===== config.mk =====
export PLATFORM = sky130hd
export DESIGN_NAME = uart_tx_fifo_flat
export DESIGN_NICKNAME = d
export VERILOG_FILES = /design/src/rtl/uart_tx_fifo_if.sv /design/src/rtl/uart_tx_fifo.sv /design/src/flat_wrapper.sv
export SDC_FILE = /design/constraint.sdc
export NUM_CORES = 1
export LEC_CHECK = 0
export ABC_AREA = 1
export BUFFER_PORTS_ARGS = -buffer_cell sky130_fd_sc_hd__buf_2
export CAP_MARGIN = 30
export CORE_MARGIN = 1.5
export CORE_UTILIZATION = 45
export CTS_BUF_LIST = sky130_fd_sc_hd__clkbuf_16
export DETAILED_ROUTE_END_ITERATION = 12
export SYNTH_ARGS = -nofsm -noshare
export SYNTH_HDL_FRONTEND = slang
export SYNTH_SLANG_ARGS = --single-unit

===== constraint.sdc =====
create_clock -name i_clk -period 6 [get_ports i_clk]
set_clock_uncertainty 0.1 [all_clocks]
set_input_delay 1.2 -clock i_clk [delete_from_list [all_inputs] [get_ports i_clk]]
set_output_delay 1.2 -clock i_clk [all_outputs]
set_load 0.1 [all_outputs]

===== src/rtl/uart_tx_fifo_if.sv =====
// rtl/uart_tx_fifo_if.sv - write/status bundle between MMIO decode and the UART transmit FIFO
interface uart_tx_fifo_if #(
  parameter int DEPTH = 16
) ();
  localparam int CW = $clog2(DEPTH) + 1;

  logic          wr_en;
  logic [7:0]    wr_data;
  logic          full;
  logic          empty;
  logic [CW-1:0] count;
  logic          busy;
  logic          ovf;
  logic          tx;

  modport master (
    output wr_en, wr_data,
    input  full, empty, count, busy, ovf, tx
  );

  modport slave (
    input  wr_en, wr_data,
    output full, empty, count, busy, ovf, tx
  );
endinterface


===== src/rtl/uart_tx_fifo.sv =====
// rtl/uart_tx_fifo.sv - byte FIFO feeding an 8N1 serializer that drives the board Tx pin
module uart_tx_fifo #(
  parameter int CLK_HZ = 50_000_000,
  parameter int BAUD   = 115_200,
  parameter int DEPTH  = 16
) (
  input logic          i_clk,
  input logic          i_rst_n,
  uart_tx_fifo_if.slave io_bus
);
  localparam int CPB = CLK_HZ / BAUD;
  localparam int BW  = (CPB > 2) ? $clog2(CPB) : 1;
  localparam int PW  = $clog2(DEPTH);
  localparam int CW  = PW + 1;
  localparam logic [BW-1:0] BAUD_LAST = BW'(CPB - 1);

  if (CPB < 2) begin : g_bad_cpb
    $error("uart_tx_fifo: CLK_HZ/BAUD must be at least 2");
  end
  if ((DEPTH < 2) || ((DEPTH & (DEPTH - 1)) != 0)) begin : g_bad_depth
    $error("uart_tx_fifo: DEPTH must be a power of two >= 2");
  end

  typedef enum logic [1:0] {S_IDLE, S_START, S_DATA, S_STOP} state_t;

  logic [7:0]    r_mem [DEPTH];
  logic [PW-1:0] r_wr_ptr, r_rd_ptr;
  logic [CW-1:0] r_count;
  logic          r_ovf;

  state_t        r_state, w_state_nxt;
  logic [BW-1:0] r_baud, w_baud_nxt;
  logic [2:0]    r_bit, w_bit_nxt;
  logic [7:0]    r_shift, w_shift_nxt;
  logic          r_tx, w_tx_nxt;
  logic          r_was_active;

  logic w_full, w_empty, w_push, w_pop, w_baud_done;

  assign w_full      = (r_count == CW'(DEPTH));
  assign w_empty     = (r_count == '0);
  // A write while full is dropped even if the serializer pops on the same edge.
  assign w_push      = io_bus.wr_en && !w_full;
  assign w_baud_done = (r_baud == BAUD_LAST);

  // Byte storage; contents need no reset because occupancy is tracked by r_count.
  always_ff @(posedge i_clk) begin
    if (w_push) r_mem[r_wr_ptr] <= io_bus.wr_data;
  end

  // FIFO pointers, occupancy and the sticky overflow flag.
  always_ff @(posedge i_clk or negedge i_rst_n) begin
    if (!i_rst_n) begin
      r_wr_ptr <= '0;
      r_rd_ptr <= '0;
      r_count  <= '0;
      r_ovf    <= 1'b0;
    end else begin
      if (w_push) r_wr_ptr <= r_wr_ptr + PW'(1);
      if (w_pop)  r_rd_ptr <= r_rd_ptr + PW'(1);
      if (io_bus.wr_en && w_full) r_ovf <= 1'b1;
      case ({w_push, w_pop})
        2'b10:   r_count <= r_count + CW'(1);
        2'b01:   r_count <= r_count - CW'(1);
        default: ;
      endcase
    end
  end

  // Serializer state register; TX is registered so it trails the state by one cycle.
  always_ff @(posedge i_clk or negedge i_rst_n) begin
    if (!i_rst_n) begin
      r_state      <= S_IDLE;
      r_baud       <= '0;
      r_bit        <= '0;
      r_shift      <= '0;
      r_tx         <= 1'b1;
      r_was_active <= 1'b0;
    end else begin
      r_state      <= w_state_nxt;
      r_baud       <= w_baud_nxt;
      r_bit        <= w_bit_nxt;
      r_shift      <= w_shift_nxt;
      r_tx         <= w_tx_nxt;
      r_was_active <= (r_state != S_IDLE);
    end
  end

  // Serializer next state, bit timing, FIFO pop and next TX level.
  always_comb begin
    w_state_nxt = r_state;
    w_baud_nxt  = r_baud;
    w_bit_nxt   = r_bit;
    w_shift_nxt = r_shift;
    w_tx_nxt    = 1'b1;
    w_pop       = 1'b0;
    case (r_state)
      S_IDLE: begin
        w_baud_nxt = '0;
        if (!w_empty) begin
          w_pop       = 1'b1;
          w_shift_nxt = r_mem[r_rd_ptr];
          w_state_nxt = S_START;
        end
      end
      S_START: begin
        w_tx_nxt = 1'b0;
        if (w_baud_done) begin
          w_baud_nxt  = '0;
          w_bit_nxt   = '0;
          w_state_nxt = S_DATA;
        end else begin
          w_baud_nxt = r_baud + BW'(1);
        end
      end
      S_DATA: begin
        w_tx_nxt = r_shift[0];
        if (w_baud_done) begin
          w_baud_nxt  = '0;
          w_shift_nxt = {1'b0, r_shift[7:1]};
          if (r_bit == 3'd7) w_state_nxt = S_STOP;
          else               w_bit_nxt   = r_bit + 3'd1;
        end else begin
          w_baud_nxt = r_baud + BW'(1);
        end
      end
      S_STOP: begin
        if (w_baud_done) begin
          w_baud_nxt = '0;
          if (!w_empty) begin
            w_pop       = 1'b1;
            w_shift_nxt = r_mem[r_rd_ptr];
            w_state_nxt = S_START;
          end else begin
            w_state_nxt = S_IDLE;
          end
        end else begin
          w_baud_nxt = r_baud + BW'(1);
        end
      end
      default: w_state_nxt = S_IDLE;
    endcase
  end

  // BUSY is held until the registered stop bit has actually left the pin.
  assign io_bus.full  = w_full;
  assign io_bus.empty = w_empty;
  assign io_bus.count = r_count;
  assign io_bus.ovf   = r_ovf;
  assign io_bus.tx    = r_tx;
  assign io_bus.busy  = (r_state != S_IDLE) || !w_empty || r_was_active;
endmodule


===== src/flat_wrapper.sv =====
// flat-port wrapper written by rule: the top's interface ports become plain ports
module uart_tx_fifo_flat 
#(
  parameter int CLK_HZ = 50_000_000,
  parameter int BAUD   = 115_200,
  parameter int DEPTH  = 16
)
  (i_clk, i_rst_n, io_bus_wr_en, io_bus_wr_data, io_bus_full, io_bus_empty, io_bus_count, io_bus_busy, io_bus_ovf, io_bus_tx);
  uart_tx_fifo_if #(.DEPTH(DEPTH)) io_bus_i ();
  input logic i_clk;
  input logic i_rst_n;
  input wire logic [$bits(io_bus_i.wr_en)-1:0] io_bus_wr_en;
  input wire logic [$bits(io_bus_i.wr_data)-1:0] io_bus_wr_data;
  output wire logic [$bits(io_bus_i.full)-1:0] io_bus_full;
  output wire logic [$bits(io_bus_i.empty)-1:0] io_bus_empty;
  output wire logic [$bits(io_bus_i.count)-1:0] io_bus_count;
  output wire logic [$bits(io_bus_i.busy)-1:0] io_bus_busy;
  output wire logic [$bits(io_bus_i.ovf)-1:0] io_bus_ovf;
  output wire logic [$bits(io_bus_i.tx)-1:0] io_bus_tx;
  assign io_bus_i.wr_en = io_bus_wr_en;
  assign io_bus_i.wr_data = io_bus_wr_data;
  assign io_bus_full = io_bus_i.full;
  assign io_bus_empty = io_bus_i.empty;
  assign io_bus_count = io_bus_i.count;
  assign io_bus_busy = io_bus_i.busy;
  assign io_bus_ovf = io_bus_i.ovf;
  assign io_bus_tx = io_bus_i.tx;
  uart_tx_fifo #(.CLK_HZ(CLK_HZ), .BAUD(BAUD), .DEPTH(DEPTH)) u_core (.i_clk(i_clk), .i_rst_n(i_rst_n), .io_bus(io_bus_i));
endmodule

### Word-level counts from Yosys, hierarchy flattened

Memories as Yosys holds them, arrays and structs flattened.
Cells that the tools add are included.

* memories: 1
* bits in writable memories: 128
* bits in registers: 38
* output and inout bits: 10

* add/sub/neg operators: 6
* reductions and logical operators: 16
* equality and inequality tests: 14
* mux-type cells: 24

Memory list
* u_core.r_mem: depth 16, bits a word 8, rd ports 1, clocked after memory_dff 0, wr ports 1, RTL line uart_tx_fifo.sv:26 `logic [7:0] r_mem [DEPTH];`

Operators with widths (number)
* $mux W8: 3
* $pmux W8 S3: 1
* $pmux W9 S2: 1
* $mux W2: 5
* $pmux W5 S2: 1
* $add A9 B1 Y9 const B: 1
* $eq A9 B9 Y1 const B: 1
* $mux W3: 3
* $mux W9: 1
* $add A4 B1 Y4 const B: 2
* $ne A2 B1 Y1 const B: 4
* $pmux W2 S4: 1
* $eq A2 B2 Y1 const B: 3
* $pmux W3 S2: 1
* $reduce_bool A2 Y1: 3
* $add A5 B1 Y5 const B: 1
* $eq A5 B5 Y1 const B: 1
* $logic_not A5 Y1: 1
* $mux W1: 5
* $reduce_and A5 Y1: 1
* $sub A5 B1 Y5 const B: 1
* $eq A2 B1 Y1 const B: 2
* $ne A2 B2 Y1 const B: 2
* $pmux W1 S2: 2
* other kinds (10): 13

### Logic depth before layout (Yosys ltp)

* word-level depth: 6
* depth in mapped cells: 18
* gate-level depth less buffers: 18

### Worst setup path before layout

Ideal clock, no wire load.

* path kind: register to output
* start point: register u_core.r_count[1], in the netlist u_core.io_bus.count[1]
* end point: output port io_bus_busy
* cell stages (with the launch flop): 5
* data arrival time: 2.049 ns
* path slack: 2.651 ns
* cells stage by stage: dfrtp_1 > inv_1 > nand4_2 > nor2_1 > nand2_1

* word-level cells in the longest chain between the ends: 4

Ends and longest elaborated chain
* from (decl): RTL line uart_tx_fifo.sv:28 `logic [CW-1:0] r_count;`
* from (signal assigned): RTL line uart_tx_fifo.sv:63 `2'b10: r_count <= r_count + CW'(1);`
* from (signal assigned): RTL line uart_tx_fifo.sv:64 `2'b01: r_count <= r_count - CW'(1);`
* $logic_not A5 Y1: RTL line uart_tx_fifo.sv:41 `assign w_empty = (r_count == '0);`
* $logic_not A1 Y1
* $logic_or A1 B1 Y1 (2 in a row): RTL line uart_tx_fifo.sv:151 `assign io_bus.busy = (r_state != S_IDLE) || !w_empty || r_was_active;`
* to (decl): RTL line flat_wrapper.sv:17 `output wire logic [$bits(io_bus_i.busy)-1:0] io_bus_busy;`

Every way passes these cells.

### Worst setup path in the final report

* start point: register u_core.r_state[1]
* end point: output port io_bus_busy

* word-level cells in the longest chain between the ends: 3

Ends and longest elaborated chain
* from (decl): RTL line uart_tx_fifo.sv:31 `state_t r_state, w_state_nxt;`
* from (signal assigned): RTL line uart_tx_fifo.sv:80 `r_state <= w_state_nxt;`
* $reduce_bool A2 Y1: RTL line uart_tx_fifo.sv:151
* $logic_or A1 B1 Y1 (2 in a row): RTL line uart_tx_fifo.sv:151

Every way passes these cells.

==> run metrics <==
met2 GRT Util 31.3%; hold_buf cts 0; Pre-Repair DR Iteration Count 5; clk_lat worst skew 0.42 ns; Power Total 2.98 mW; antenna viol nets, final 0; Resized Gates After CTS 0; Worst Path Buf+Inv 3; GR Util met1 27.8%; clock share of power 37.3%; Final Hold Vio Count 0; CTS H-tree lvls 4; Pins Over Slew Limit 0; most frequent CP cell inv_1; Most Crowded Layer GR met2; CP top delay family buffers and inverters; hpwl dp 10.7 mm; Core ar. 0.0165 mm²; Ports 21; routability cong. 0.866; Finish-stage setup viols 0; most frequent cells in the layout nand2_1 (247), edfxtp_1 (128), nand3_1 (89), inv_1 (87), nor2_1 (56); vias in the first global route 4901; Nets 800; R2R cell count 14; crit path DAT 1.89 ns; Area growth syn-to-layout 10.9%; Tightest Pin Transition 0.881 ns; max incr delay on CP 0.43 ns; Initial Util 45.8%; CP required 4.70 ns; largest net degree at the start of global routing 70; Mapped Nets 785; sequential cell area fraction in the yosys report 63.4%; final period utilization 53.1%; DRC Markers 0; critical-path cell list inv_1 > ha_1 > inv_1 > nor2_1 > nand2_1 > buf_2; Netlist Area Pre-Place 0.00756 mm²; clock transition at the registers of the reported paths 0.06 ns; share of cells above drive strength 1 9.21%; CP Launch Point u_core.r_state[1]$_DFFE_PN0P_; RR Startpoint u_core.r_state[1]$_DFFE_PN0P_; Reg2Reg Setup Slack 3.14 ns; Die X 133 µm; met3 GRT Util 4.21%; Vias 4999; Synth Instances 754; end of the critical path io_bus_busy; Startpoint Class register; TritonCTS clock tree built; Hold Startpoint u_core.io_bus.ovf$_DFFE_PN0P_; internal power 2.11 mW; CP max FO 5; syn_area_per_cell 10.0 µm²; critical path type register to primary output; row count 47; Fin Setup TNS 0 ns; sw frac 29.3%; Cell Pwr Density 356 mW/mm²; CTS Buf Count 17; FF+latch count, synth 166; commonest non-fill, non-tap cell in the layout nand2_1; drt wl/cell 16.4 µm; max-cap violations 0; Port Buffers 20; worst slew margin relative to its limit 41.2%; n_diodes 0; Final min period 3.19 ns; achievable frequency 314 MHz; placed instance area 0.00778 mm²; Psw 0.872 mW; sequential cell fraction of total power 47.4%; maximum vdd drop 0.234 mV; critical path's slowest cell dfrtp_1; Routed WL 16.4 mm; DRT iter0 DRCs 359; Critical Path Sink Type primary output; WP depth 6; CTS root buf clkbuf_16; vias per cell 4.99; total global routing overflow 0; first-pass GRT wire length 26.7 mm; unrepaired setup endpoints after global routing no; die area 0.0176 mm²; die height 133 µm; GRT Total Usage 20.0%; setup bufs post-CTS 0; post-route cell area 0.00839 mm²; count of cell types in the netlist 36; clock buffer depth 2; CTS sink count 166; initial antenna violation count 0; reg2reg end u_core.io_bus.count[4]$_DFFE_PN0P_; synth warn 0; LEAKAGE 3.72 nW; combinational power share 15.3%; worst hold path type register to register; status complete, no violations
[how the worst min path moves through the flow]
stage	depth (start not counted)	slack [ns]	end
2_1_floorplan	2	0.35	u_core.r_bit[1]$_DFFE_PN0P_
3_3_place_gp	1	0.34	u_core.io_bus.ovf$_DFFE_PN0P_
3_5_place_dp	1	0.35	u_core.io_bus.ovf$_DFFE_PN0P_
4_1_cts	1	0.37	u_core.io_bus.ovf$_DFFE_PN0P_
5_1_grt	1	0.38	u_core.io_bus.ovf$_DFFE_PN0P_
6_report	1	0.37	u_core.io_bus.ovf$_DFFE_PN0P_
[routing by layer]
metal | part of all wire (%) | up-vias
met5 | 0 | -
met2 | 47 | 113
met4 | 1.9 | 0
met3 | 4.0 | 22
li1 | - | 2475
met1 | 47 | 2389
[per-stage QoR]
stage	instances	hold WS (ns)	setup WS (ns)	utilization, %
5_1_grt	1002	0.377	2.69	50.8
2_1_floorplan	754	0.346	2.65	-
4_1_cts	1002	0.367	2.80	50.8
3_5_place_dp	970	0.351	3.06	47.1
6_report	1002	0.367	2.81	50.8
3_3_place_gp	970	0.342	3.10	47.1
[power by group through the flow]
stage / Combinational [mW] / Sequential, mW / Clock, mW
3_3_place_gp: 0.448 / 1.43 / 0
2_1_floorplan: 0.203 / 1.56 / 0
3_5_place_dp: 0.457 / 1.44 / 0
6_report: 0.456 / 1.41 / 1.11
5_1_grt: 0.500 / 1.42 / 1.17
4_1_cts: 0.460 / 1.41 / 1.12
[layout make-up]
type                       count  area (µm²)
inverter                      92         348
clock buffer                  17         425
sequential                   166        4800
multi-input combinational    470        2250
clock inverter                15         180
timing repair buffer          22         115
tap                          220         275
fill                        1482        8140
[logic make-up (layout without fill, tap and decap cells)]
logic type,Yosys count,in the layout,synth area share (%)
DFF,166,166,63.4
AOI/OAI and AO/OA,25,25,1.79
buffers and inverters,118,146,6.88
xor gates and xnor gates,12,12,1.39
adders and majority gates,20,20,3.41
and+or+nand+nor,413,413,23.1
[synth_stat cells (all sizes together)]
| cell type | number | area, µm² |
|---|---|---|
| nand2 | 251 | 957 |
| ha | 19 | 238 |
| clkinv | 2 | 7.51 |
| xor2 | 9 | 78.8 |
| a21o | 1 | 7.51 |
| dfstp | 1 | 26.3 |
| buf | 22 | 158 |
| fa | 1 | 20.0 |
| nand3b | 1 | 7.51 |
| nand4 | 6 | 43.8 |
| o21ai | 15 | 78.8 |
| nor3 | 2 | 15.0 |
| a21oi | 7 | 35.0 |
| edfxtp | 128 | 3840 |
| and3 | 1 | 6.26 |
| inv | 90 | 340 |
| clkbuf | 4 | 15.0 |
| dfrtp | 37 | 926 |
| nand3 | 89 | 445 |
| o211ai | 1 | 7.51 |
| a31oi | 1 | 6.26 |
| nor2 | 63 | 273 |
| xnor2 | 3 | 26.3 |
[registers in the layout (all words and copies together), names as in the netlist]
name and cells:
u_core.r_baud 9, u_core.io_bus.tx 1, u_core.r_mem 128, u_core.io_bus.count 5, u_core.r_rd_ptr 4, u_core.r_wr_ptr 4, u_core.r_state 2, u_core.io_bus.ovf 1
u_core.r_bit 3, u_core.r_was_active 1, u_core.r_shift 8
No activity file was read; power rests on OpenSTA's default activity.
